`src/rtl/counter_pkg.sv`:
```
// Shared types for the counter/timer: end-of-count modes and run/halt states.
package counter_pkg;

    typedef enum logic [1:0] {
        MODE_WRAP    = 2'd0,
        MODE_SAT     = 2'd1,
        MODE_ONESHOT = 2'd2
    } mode_e;

    typedef enum logic {
        ST_RUN  = 1'b0,
        ST_HALT = 1'b1
    } state_e;

endpackage

```
`src/rtl/counter_timer_if.sv`:
```
// Control and status bundle between a host and the counter/timer.
interface counter_timer_if #(
    parameter int WIDTH = 8,
    parameter int PSC_W = 8
);
    logic             enable;
    logic             load;
    logic [WIDTH-1:0] load_val;
    logic             up;
    logic [1:0]       mode;
    logic [PSC_W-1:0] psc;
    logic [WIDTH-1:0] cmp;
    logic [WIDTH-1:0] out;
    logic             tc;
    logic             match;
    logic             running;

    modport master (
        output enable, load, load_val, up, mode, psc, cmp,
        input  out, tc, match, running
    );

    modport slave (
        input  enable, load, load_val, up, mode, psc, cmp,
        output out, tc, match, running
    );
endinterface

```
`src/rtl/counter_prescaler.sv`:
```
// Prescaler: emits a tick once every psc+1 enabled cycles; clr parks the count at zero.
module counter_prescaler #(
    parameter int PSC_W = 8
) (
    input  logic             clk,
    input  logic             reset,
    input  logic             enable,
    input  logic             clr,
    input  logic [PSC_W-1:0] psc,
    output logic             tick
);
    logic [PSC_W-1:0] cnt_q;

    // >= rather than == so that lowering psc below the current count still ticks.
    assign tick = enable && (cnt_q >= psc);

    always_ff @(posedge clk) begin
        if (reset) begin
            cnt_q <= '0;
        end else if (clr || tick) begin
            cnt_q <= '0;
        end else if (enable) begin
            cnt_q <= cnt_q + 1'b1;
        end
    end
endmodule

```
`src/rtl/counter_timer.sv`:
```
// Up/down counter/timer with prescaler, load, wrap/saturate/one-shot end-of-count modes.
module counter_timer
    import counter_pkg::*;
#(
    parameter int WIDTH = 8,
    parameter int PSC_W = 8
) (
    input logic            clk,
    input logic            reset,
    counter_timer_if.slave bus
);
    state_e           state_q;
    logic [WIDTH-1:0] out_q;
    logic             tc_q;
    logic             match_q;

    logic             tick;
    logic             clr;
    logic [WIDTH-1:0] term;
    logic             at_term;
    logic [WIDTH-1:0] step_d;

    // HALT keeps the prescaler cleared so a resumed count starts a fresh interval.
    assign clr = bus.load || (state_q == ST_HALT);

    counter_prescaler #(.PSC_W(PSC_W)) u_psc (
        .clk    (clk),
        .reset  (reset),
        .enable (bus.enable),
        .clr    (clr),
        .psc    (bus.psc),
        .tick   (tick)
    );

    always_comb begin
        term    = {WIDTH{bus.up}};
        at_term = (out_q == term);
        step_d  = out_q;
        if (!at_term) begin
            step_d = bus.up ? out_q + 1'b1 : out_q - 1'b1;
        end else begin
            case (mode_e'(bus.mode))
                MODE_SAT, MODE_ONESHOT: step_d = out_q;
                default:                step_d = {WIDTH{~bus.up}};
            endcase
        end
    end

    always_ff @(posedge clk) begin
        if (reset) begin
            state_q <= ST_RUN;
            out_q   <= '0;
            tc_q    <= 1'b0;
            match_q <= 1'b0;
        end else if (bus.load) begin
            state_q <= ST_RUN;
            out_q   <= bus.load_val;
            tc_q    <= 1'b0;
            match_q <= 1'b0;
        end else begin
            tc_q    <= 1'b0;
            match_q <= 1'b0;
            case (state_q)
                ST_RUN: begin
                    if (tick) begin
                        out_q   <= step_d;
                        tc_q    <= at_term;
                        match_q <= (step_d == bus.cmp);
                        if (at_term && (mode_e'(bus.mode) == MODE_ONESHOT)) begin
                            state_q <= ST_HALT;
                        end
                    end
                end
                default: state_q <= ST_HALT;
            endcase
        end
    end

    assign bus.out     = out_q;
    assign bus.tc      = tc_q;
    assign bus.match   = match_q;
    assign bus.running = (state_q == ST_RUN);
endmodule
```
`src/flat_wrapper.sv`:
```
// flat-port wrapper written by rule: the top's interface ports become plain ports
module counter_timer_flat import counter_pkg::*;
#(
    parameter int WIDTH = 8,
    parameter int PSC_W = 8
)
  (clk, reset, bus_enable, bus_load, bus_load_val, bus_up, bus_mode, bus_psc, bus_cmp, bus_out, bus_tc, bus_match, bus_running);
  counter_timer_if #(.WIDTH(WIDTH), .PSC_W(PSC_W)) bus_i ();
  input logic clk;
  input logic reset;
  input wire logic [$bits(bus_i.enable)-1:0] bus_enable;
  input wire logic [$bits(bus_i.load)-1:0] bus_load;
  input wire logic [$bits(bus_i.load_val)-1:0] bus_load_val;
  input wire logic [$bits(bus_i.up)-1:0] bus_up;
  input wire logic [$bits(bus_i.mode)-1:0] bus_mode;
  input wire logic [$bits(bus_i.psc)-1:0] bus_psc;
  input wire logic [$bits(bus_i.cmp)-1:0] bus_cmp;
  output wire logic [$bits(bus_i.out)-1:0] bus_out;
  output wire logic [$bits(bus_i.tc)-1:0] bus_tc;
  output wire logic [$bits(bus_i.match)-1:0] bus_match;
  output wire logic [$bits(bus_i.running)-1:0] bus_running;
  assign bus_i.enable = bus_enable;
  assign bus_i.load = bus_load;
  assign bus_i.load_val = bus_load_val;
  assign bus_i.up = bus_up;
  assign bus_i.mode = bus_mode;
  assign bus_i.psc = bus_psc;
  assign bus_i.cmp = bus_cmp;
  assign bus_out = bus_i.out;
  assign bus_tc = bus_i.tc;
  assign bus_match = bus_i.match;
  assign bus_running = bus_i.running;
  counter_timer #(.WIDTH(WIDTH), .PSC_W(PSC_W)) u_core (.clk(clk), .reset(reset), .bus(bus_i));
endmodule
```
`config.mk`:
```
export PLATFORM = sky130hd
export DESIGN_NAME = counter_timer_flat
export DESIGN_NICKNAME = d
export VERILOG_FILES = /design/src/rtl/counter_pkg.sv /design/src/rtl/counter_timer_if.sv /design/src/rtl/counter_prescaler.sv /design/src/rtl/counter_timer.sv /design/src/flat_wrapper.sv
export SDC_FILE = /design/constraint.sdc
export NUM_CORES = 1
export LEC_CHECK = 0
export BUFFER_PORTS_ARGS = -buffer_cell sky130_fd_sc_hd__buf_2
export CAP_MARGIN = 20
export CORE_AREA = 2 2 71 73
export DETAILED_ROUTE_END_ITERATION = 10
export DIE_AREA = 0 0 73 75
export SLEW_MARGIN = 20
export SYNTH_ARGS = -nofsm -noshare
export SYNTH_HDL_FRONTEND = slang
export SYNTH_SLANG_ARGS = --single-unit
```
`constraint.sdc`:
```
create_clock -name clk -period 3.3 [get_ports clk]
set_input_delay 0.33 -clock clk [delete_from_list [all_inputs] [get_ports clk]]
set_output_delay 0.33 -clock clk [all_outputs]
set_load 0.02 [all_outputs]
```
# Word level (Yosys, flattened, before mapping)
# Index checks and enable logic that the tools add are counted.
# classes
n_addsub	3
magnitude_cmp	1
eq_ne	5
mux	9
bitwise	3
n_reduce_logical	10
# op_table
op	n
two-way mux 8 bit	6
adder 8 x 1 -> 8 bit (second input constant)	2
== test 8 bit	2
>= comparator 8 bit	1
subtractor 8 x 1 -> 8 bit (second input constant)	1
OR reduction 2 bit	3
OR reduction 4 bit	1
two-way mux 1 bit	3
NOT 1 bit	3
== test 2 x 1 -> 1 bit (second input constant)	1
== test 2 bit (second input constant)	1
logical AND 1 bit	2
logical OR 1 bit	2
!= test 2 bit (second input constant)	1
AND reduction 2 bit	1
nonzero test 2 bit	1
# totals
reg_bits	19
inputBits	31
word_cells	36

# Longest topological paths before layout
# logic_depth
word_depth	7
ltp_mapped	11
ltp_nobuf	9

# Modules after synthesis
# From an unflattened synthesis, not the netlist that was laid out.
# unflattened
hier_cells	242
area_unflattened_um2	1928.1
# by_module_without_submodules
module	instances	cells_per_inst	area_each_um2	seq_area_each_um2
counter_timer	1	178	1303.8	220.2
counter_prescaler	1	64	624.3	160.2

# Worst setup path before layout
# No wires, ideal clock.
# synth_path
path_type	in2reg
start	input port bus_up
end	register u_core.match_q, in the netlist u_core.bus.match
t_arrival_ns	2.342
slack_ns	0.871
cell_stages	10
path_buffers	2
cell_sequence	buf_2 -> inv_1 -> ha_1 -> and3_1 -> buf_6 -> a221o_1 -> a21oi_2 -> mux2i_1 -> xnor2_1 -> nor4b_2
# synth_between
elab_chain_cells	4
word_cells_on_any_way	6
# synth_lines
element	line_no	rtl
start: declaration	flat_wrapper.sv:14	input wire logic [$bits(bus_i.up)-1:0] bus_up;
branches (longest 2 deep; another with == test 8 bit)	n/a	
two-way mux 8 bit *	counter_timer.sv:39	if (!at_term) begin
== test 8 bit *	counter_timer.sv:68	match_q <= (step_d == bus.cmp);
end signal: assignment	counter_timer.sv:68	
end: declaration	counter_timer.sv:15	logic match_q;
# Mark *: on every way between the ends.
# A chain may end at the register's enable or synchronous reset.

# Worst setup path after layout
# layout_path
start	register u_core.out_q[0], in the netlist u_core.bus.out[0]
end	register u_core.match_q, in the netlist u_core.bus.match
# layout_between
elab_chain_cells	4
word_cells_on_any_way	7
# layout_lines
element	line_no	rtl
start: declaration	counter_timer.sv:13	logic [WIDTH-1:0] out_q;
start signal: assignment	counter_timer.sv:57	out_q <= bus.load_val;
start signal: assignment	counter_timer.sv:66	out_q <= step_d;
subtractor 8 x 1 -> 8 bit or adder 8 x 1 -> 8 bit (tied branches)	counter_timer.sv:40	step_d = bus.up ? out_q + 1'b1 : out_q - 1'b1;
two-way mux 8 bit	counter_timer.sv:40	
two-way mux 8 bit *	counter_timer.sv:39	
== test 8 bit *	counter_timer.sv:68	
# Mark *: on every way between the ends. The rest lies on a longest branch, timed or not.

==> flow_summary.toml <==
[status]
outcome = "finished, final reports clean"

[sta]
rsz0062_at_grt = "false"
max_freq_mhz = 381
setup_violations = 0
hold_slack_ns = 0.294
clock_skew_ns = 0.00422
period_needed_ns = 2.62
slew_headroom = 0.727
fin_crit_sh = 0.795
report.final.slew_viol_count = 0
tns_ns = 0
worst_slew_pin_slew_ns = 0.410
final_hold_viol_count = 0
finalWorstSetupSlack_ns = 0.677

[final_layout]
fin_util = 0.431
diodes = 0
final_area_mm2 = 0.00201
fillCellCount = 458
drive_gt1_frac = 0.217
instances_no_fill = 308
nNetsFinal = 303
syn_to_final_growth_pct = 15.5

[global_route]
grt_usage = 0.170
antenna_found_initial = 0
grt_pass1_wl_um = 7110
globalRouteOverflowTotal = 0
grt_max_degree = 16
grt_pass1_vias = 1546

[detailed_routing]
drt_iter0_markers = 155
drc_errors = 0
drt-wirelength-per-cell_um = 14.4
wirelength_um = 4420
first_pass_iters = 4
ant_nets = 0
viasPerCell = 5.40
num_vias = 1662

[power_and_ir_drop]
vdd_drop_max_uv = 145
power.density_mw_per_mm2 = 314
power_uw = 632
power.leakage_nw = 0.943

[die]
die_y_um = 75
row_count = 25
initial_core_util = 0.373
io_pins = 42
dieArea_mm2 = 0.00548
die_w_um = 73
core_mm2 = 0.00466

[worst_setup_path]
cp_top_family = "simple AND/OR/NAND/NOR gates"
cp.required_ns = 3.48
cp_cell_sequence = "inv_1, fa_1, nor2b_1, o21ai_0, nand2b_1, xor3_4, nor3b_1, o21ai_1, nor4b_2"
start_kind = "register"
end_kind = "register"
critPathSlowestCell = "fa_1"
slowest_delay_ns = 0.50
path_class = "register to register"
worstPathArrival_ns = 2.81
cp.buffers_inverters = 1
crit_fanout = 9

[run]
cap_violations = 0

[synthesis]
synth.cell_area_mm2 = 0.00174
yosysSeqAreaShare = 0.219
ys_warn_count = 0
syn_avg_cell_area_um2 = 7.94
synth-main-ff-cell = "dfxtp_1"
synth_edf_count = 0
synth_fp_nets = 267
synth.distinct_cells = 48
ys_ff_latch = 19
syn_inst = 219
ys_async_sr_fraction = 0

[clocking]
cts-resized-gates = 0
cts_buffer_depth = 2
clk_latency_ns = 0.27
clkTransAtPathRegs_ns = 0.09
cts_root_buffer = "clkbuf_8"
cts.sinks = 19
h-tree-depth = 1
postCtsSetupBuffers = 0
numCtsBuffers = 3
postCtsHoldBufs = 0
cts_tree = "done"

[placement]
io_buffer_count = 41
pre_cts_ws_ns = 0.485
placedCellCount = 304
place_hpwl_um = 3410
place_area_mm2 = 0.00196
gp_congestion = 0.855

[worst_hold_path]
hp-class = "primary input to register"
flip-flops by register name, summed over array words and instances, names as in the netlist:
name	cells
u_core.state_q	1
u_core.bus.tc	1
u_core.bus.match	1
u_core.bus.out	8
u_core.u_psc.cnt_q	8
final timing paths:
kind / cells past startpoint / end / slack [ns] / startpoint
max: 9 / u_core.bus.match / 0.68 / u_core.bus.out[0]
min: 3 / u_core.bus.out[1] / 0.29 / bus_load_val[1]
max reg2reg: 9 / u_core.bus.match / 0.68 / u_core.bus.out[0]
min reg2reg: 2 / u_core.u_psc.cnt_q[7] / 0.53 / u_core.u_psc.cnt_q[7]
placed cells by master, fill, tap and decap left out, drive strengths merged, types with 10 or more instances in the layout:
cell,Yosys,layout
nand2,18,18
a21oi,18,18
dfxtp,19,19
ha,16,16
xnor2,10,10
nor2,17,17
o21ai,13,13
inv,15,15
xor2,11,11
buf,7,42
cell usage after synthesis (all sizes together), types with 2 or more instances:
library cell / number / area share
nor3: 6 / 0.017
o22ai: 3 / 0.011
xor2: 11 / 0.055
or3: 2 / 0.0072
and3: 7 / 0.025
nand3: 6 / 0.017
dfxtp: 19 / 0.22
a221o: 2 / 0.012
nor2: 17 / 0.037
a21oi: 18 / 0.056
mux2i: 7 / 0.040
clkbuf: 4 / 0.0093
xnor2: 10 / 0.050
o21ai: 13 / 0.037
nand4: 4 / 0.014
nand2b: 2 / 0.0072
ha: 16 / 0.12
a211o: 2 / 0.010
o211ai: 7 / 0.033
inv: 15 / 0.032
buf: 7 / 0.024
nand2: 18 / 0.039
nor2b: 3 / 0.011
a21o: 3 / 0.013
report_power, final:
group	total, mW	internal [mW]	switching [mW]	leakage [nW]
registers	0.247	0.236	0.0108	0.155
logic	0.201	0.0899	0.111	0.766
clock network	0.184	0.0856	0.0983	0.0217
layer usage:
layer  routed length [um]  share of wire  global-route usage
met1                 2130           0.48               0.223
met4                   96          0.022              0.0700
met3                  195          0.044              0.0281
met2                 2000           0.45               0.276
met5                    0              0                   0
tightest hold or removal path, delay by kind of cell:
kind                   cells  cell delay, ns
multiplexers               1            0.05
AND/OR/NAND/NOR            1            0.07
buffers and inverters      1            0.08
cell families (layout without fill, tap and decap cells):
family / count (synthesis) / in the layout / share of synthesized area
AND/OR/NAND/NOR: 69 / 69 / 0.195
AO/OA/AOI/OAI: 58 / 58 / 0.225
buffers and inverters: 26 / 61 / 0.0662
XOR/XNOR: 22 / 22 / 0.122
flip-flops: 19 / 19 / 0.219
adder cells (fa/ha/maj): 17 / 17 / 0.127
multiplexers: 8 / 8 / 0.0468
final cells by class:
cell class                 instances  area (um^2)  area share
clock buffer                       3         41.3      0.0205
clock inverter                     1         7.51     0.00374
inverter                          15         56.3      0.0280
multi-input combinational        174         1240       0.619
sequential                        19          380       0.189
tap                               54         67.6      0.0336
timing repair buffer              42          213       0.106
(Power assumes the default switching activity.)
